==> config.mk <==
export PLATFORM = sky130hd
export DESIGN_NAME = vector_mem_unit
export DESIGN_NICKNAME = d
export VERILOG_FILES = /design/src/rtl/mem_pkg.sv /design/src/rtl/vector_mem_unit.sv
export SDC_FILE = /design/constraint.sdc
export NUM_CORES = 1
export LEC_CHECK = 0
export BUFFER_PORTS_ARGS = -buffer_cell sky130_fd_sc_hd__buf_2
export CAP_MARGIN = 20
export CORE_MARGIN = 2
export CORE_UTILIZATION = 40
export CTS_BUF_LIST = sky130_fd_sc_hd__clkbuf_2
export DETAILED_ROUTE_END_ITERATION = 10
export PLACE_DENSITY_LB_ADDON = 0.25
export SLEW_MARGIN = 25
export SYNTH_ARGS = -nofsm -noshare
export SYNTH_HDL_FRONTEND = slang
export SYNTH_SLANG_ARGS = --single-unit
==> constraint.sdc <==
create_clock -name clk -period 2.6 [get_ports clk]
set_input_delay 0.13 -clock clk [delete_from_list [all_inputs] [get_ports clk]]
set_output_delay 0.13 -clock clk [all_outputs]
set_load 0.01 [all_outputs]
==> src/rtl/mem_pkg.sv <==
// Shared constants and state type for the vector load/store front-end
// that sits upstream of mainMemory.
package mem_pkg;

  localparam int MEM_ADDR_W = 18;
  localparam int MEM_DATA_W = 24;

  typedef enum logic [1:0] {IDLE, BEAT, RESP} vmu_state_t;

endpackage

==> src/rtl/vector_mem_unit.sv <==
// Vector load/store front-end: accepts one LANES-wide request, issues it two
// lanes per beat on the dual memory ports, then returns a single response.
module vector_mem_unit
  import mem_pkg::*;
#(
  parameter int ADDR_W = MEM_ADDR_W,
  parameter int DATA_W = MEM_DATA_W,
  parameter int LANES  = 4
) (
  input  logic                      clk,
  input  logic                      rst_n,
  input  logic                      req_valid,
  output logic                      req_ready,
  input  logic                      req_we,
  input  logic [ADDR_W-1:0]         req_addr,
  input  logic [LANES*DATA_W-1:0]   req_wdata,
  output logic                      resp_valid,
  input  logic                      resp_ready,
  output logic [LANES*DATA_W-1:0]   resp_rdata,
  output logic [ADDR_W-1:0]         mem_address_a,
  output logic [ADDR_W-1:0]         mem_address_b,
  output logic [DATA_W-1:0]         mem_data_a,
  output logic [DATA_W-1:0]         mem_data_b,
  output logic                      mem_wren_a,
  output logic                      mem_wren_b,
  input  logic [DATA_W-1:0]         mem_q_a,
  input  logic [DATA_W-1:0]         mem_q_b
);

  localparam int BEATS  = LANES / 2;
  localparam int BEAT_W = (BEATS > 1) ? $clog2(BEATS) : 1;
  localparam int VEC_W  = LANES * DATA_W;
  localparam logic [BEAT_W-1:0] LAST_BEAT = BEAT_W'(BEATS - 1);

  vmu_state_t         r_state;
  logic               r_we;
  logic [BEAT_W-1:0]  r_beat;
  logic [VEC_W-1:0]   r_wdata;
  logic [VEC_W-1:0]   w_wdataNext;
  logic [VEC_W-1:0]   w_captureWide;

  assign req_ready = (r_state == IDLE);

  // Store lanes not yet issued sit at the bottom of r_wdata; each beat consumes two.
  assign w_wdataNext = r_wdata >> (2 * DATA_W);

  // Load data enters at the top lane pair and shifts down, so after the last
  // beat lane 0 holds the data captured first.
  assign w_captureWide = VEC_W'({mem_q_b, mem_q_a}) << ((LANES - 2) * DATA_W);

  always_ff @(posedge clk or negedge rst_n) begin
    if (!rst_n) begin
      r_state       <= IDLE;
      r_we          <= 1'b0;
      r_beat        <= '0;
      r_wdata       <= '0;
      resp_valid    <= 1'b0;
      resp_rdata    <= '0;
      mem_address_a <= '0;
      mem_address_b <= '0;
      mem_data_a    <= '0;
      mem_data_b    <= '0;
      mem_wren_a    <= 1'b0;
      mem_wren_b    <= 1'b0;
    end else begin
      case (r_state)
        IDLE: begin
          if (req_valid) begin
            r_state       <= BEAT;
            r_we          <= req_we;
            r_beat        <= '0;
            r_wdata       <= req_wdata >> (2 * DATA_W);
            mem_address_a <= req_addr;
            mem_address_b <= req_addr + ADDR_W'(1);
            mem_data_a    <= req_we ? req_wdata[0 +: DATA_W] : '0;
            mem_data_b    <= req_we ? req_wdata[DATA_W +: DATA_W] : '0;
            mem_wren_a    <= req_we;
            mem_wren_b    <= req_we;
          end
        end

        BEAT: begin
          if (!r_we) begin
            resp_rdata <= (resp_rdata >> (2 * DATA_W)) | w_captureWide;
          end
          if (r_beat == LAST_BEAT) begin
            r_state       <= RESP;
            resp_valid    <= 1'b1;
            mem_address_a <= '0;
            mem_address_b <= '0;
            mem_data_a    <= '0;
            mem_data_b    <= '0;
            mem_wren_a    <= 1'b0;
            mem_wren_b    <= 1'b0;
          end else begin
            // Address arithmetic wraps naturally at the ADDR_W boundary.
            r_beat        <= r_beat + 1'b1;
            r_wdata       <= w_wdataNext;
            mem_address_a <= mem_address_a + ADDR_W'(2);
            mem_address_b <= mem_address_a + ADDR_W'(3);
            mem_data_a    <= r_we ? r_wdata[0 +: DATA_W] : '0;
            mem_data_b    <= r_we ? r_wdata[DATA_W +: DATA_W] : '0;
          end
        end

        RESP: begin
          if (resp_ready) begin
            r_state    <= IDLE;
            resp_valid <= 1'b0;
          end
        end

        default: begin
          r_state <= IDLE;
        end
      endcase
    end
  end

endmodule
==> results.cfg <==
[min_path]
hold_path.class = primary input to flop
whs_path_depth = 3
hp-start = mem_q_a[11]
holdPathEnd = resp_rdata[59]

[critical_path]
required_ns = 3.30
slowest_stage = and2_4
timing.reg2reg.setup_slack_ns = 0.33
critPathCaptureType = flop
rr_startpoint = r_state[1]
slowest_delay_ns = 0.66
crit_type = flop to flop
path_max_fanout = 48
reg2reg_to = mem_data_b[15]
cp_cell_sequence = nand2b_1, nor2_8, and2_4, a221oi_1, nor2_1
cp-start-kind = flop
r2r_cells = 5
critical_path_arrival_ns = 2.97

[synthesis]
yosysSeqAreaShare_pct = 57.1
synthTopCellsByArea = dfrtp_1 57%, mux2_2 11%, nor2_1 4.8%
synth_seq_cells = 234
syn-num-nets = 1030
avgSynthCellArea_um2 = 11.9
synth_top_area_cell = dfrtp_1
ys.flop_type = dfrtp_1
netlist_area_um2 = 10300
synth_edf_count = 0
ys_async_sr_fraction_pct = 100
yosys_warnings = 0
synth_top_area_share_pct = 57.1
netlist_instances = 859
synth_cell_types = 55

[placed_design]
gp_congestion = 0.897
place_hpwl_mm = 20.7
io_buffers = 350
placed_cells = 1492
post_dp_cell_area_um2 = 12300

[floorplanning]
dieHeight_um = 164
die_w_um = 164
dieArea_um2 = 26900
core_area_um2 = 25200
start_util_pct = 40.7
pin_count = 351
rows = 58

[drt]
via_count = 9231
drc = 0
drt_first_pass_iters = 4
wl_mm = 32.5
ant_nets = 0
post_drt_wl_per_cell_um = 18.4
routed_via_density = 5.22
drt_iter0_drc = 643

[timing]
fmax_ghz = 0.440
max-slew-margin-rel_pct = 48.7
drv_slew = 0
post-route-min-period_ns = 2.27
setup_tns_ns = 0
hold_viol_final = 0
hold_slack_ns = 0.123
setup_violations = 0
grt_setup_unrepaired = no
period_share_pct = 87.5
tightest_slew_ns = 0.769
fin_skew_ns = 0.0392

[global_route]
gr-total-overflow = 0
grt.total_usage_pct = 23.8
grt_start_max_net_pins = 96
grt_pass1_wl_mm = 50.1
grt_pass1_vias = 9504
antenna_found_initial = 2

[clocking]
cts_tree = done
clock_path_buffers = 3
clock_latency_ns = 0.77
cts-htree-levels = 3
cts_buffers = 66
post_cts_buffers = 0
clock-sinks = 234
clockRootBuffer = clkbuf_2
clkTransAtPathRegs_ns = 0.10
cts_resized = 0

[power]
p_leak_nw = 6.98
ir_drop_uv = 586
powerDensity_nw_per_um2 = 1160

[finish]
final_common_cell = buf_2
final_cell_mix = 349 x buf_2, 234 x dfrtp_1, 170 x dlygate4sd3_1
postLayoutCellArea_um2 = 14600
final_cell_count_no_fill = 1770
final_core_util_pct = 58.1
syn2layout_area_growth_pct = 42.6
layout.nets = 1572
drive_gt1_share_pct = 41.4
fillers = 2103

[outcome]
outcome = complete, no violations

[job]
cap_viol_max_count = 0
worst max path at each step:
stage | start | endpoint | slack (ns) | depth (start not counted)
final | r_state[1] | mem_data_b[15] | 0.33 | 5
after global routing | r_state[0] | mem_data_b[3] | 0.13 | 5
after CTS | r_state[1] | mem_data_a[2] | 0.34 | 5
after detailed placement | r_state[1] | mem_data_b[0] | 0.37 | 5
after global placement | r_state[1] | mem_data_b[15] | 0.46 | 5
after floorplan | mem_address_a[1] | mem_address_b[16] | 0.88 | 7
worst max-delay path, delay by kind of cell, from the launching register on:
| family | cells | cell delay [ns] |
|---|---|---|
| AOI/OAI and AO/OA | 1 | 0.21 |
| DFF | 1 | 0.46 |
| and+or+nand+nor | 4 | 1.45 |
state kept, by name (all words and copies together) (netlist names), 2 cells and up:
signal         cells
mem_address_b     18
mem_data_a        24
r_state            2
resp_rdata        96
r_wdata           48
mem_address_a     18
mem_data_b        24
routing by layer:
metal / global-route usage (%) / wire, um / vias to the layer above
met3: 6.54 / 2580 / 77
met4: 9.61 / 945 / 0
li1: - / - / 4242
met1: 30.5 / 13400 / 4489
met2: 38.2 / 15600 / 423
met5: 0 / 0 / -
power breakdown:
| part | switching, mW | leakage [nW] | internal, mW |
|---|---|---|---|
| logic | 3.97 | 3.69 | 3.45 |
| registers | 1.35 | 2.84 | 5.45 |
| clock network | 1.52 | 0.447 | 1.25 |
| total | 6.84 | 6.98 | 10.1 |
kinds of logic after synthesis:
family / after synthesis / synth area share, %
mux: 97 / 10.6
buf+inv: 75 / 3.87
xor+xnor: 30 / 2.56
flops: 234 / 57.1
simple gates: 231 / 10.2
fa+ha+maj: 4 / 0.488
compound gates: 188 / 15.1
area by class of cell:
type                       instances  area [um^2]  area share, %
antenna                            2         5.00         0.0342
timing repair buffer             539         3700           25.3
tap                              330          413           2.82
multi-input combinational        550         4010           27.4
inverter                          10         37.5          0.257
sequential                       234         5860           40.1
clock buffer                      94          470           3.22
clock inverter                    11          124          0.847
repair_timing:
| action | in CTS | in global routing |
|---|---|---|
| endpoints found under the hold margin | 419 | 0 |
| hold buffers | 171 | 0 |
| setup endpoints to repair | 0 | 0 |
metrics by stage:
step	worst slack, ns	total power [mW]
final	0.326	17.0
after global routing	0.135	18.2
after CTS	0.337	17.1
after detailed placement	0.375	14.1
after global placement	0.464	13.9
after floorplan	0.879	11.2
synthesized netlist by cell type (all sizes together), types with 3 or more instances:
cell type	n
dfrtp	234
nor2	133
mux2	96
a221oi	53
a22o	51
buf	48
nand2	40
o21ai	32
xnor2	20
a21oi	18
clkbuf	17
nand3	17
nor3	14
inv	10
xor2	10
a22oi	7
nand4	7
nor4	6
a31oi	4
a32oi	4
ha	4
o221ai	4
and2	3
and3	3
o22ai	3
Power figures use the tool's default switching activity.
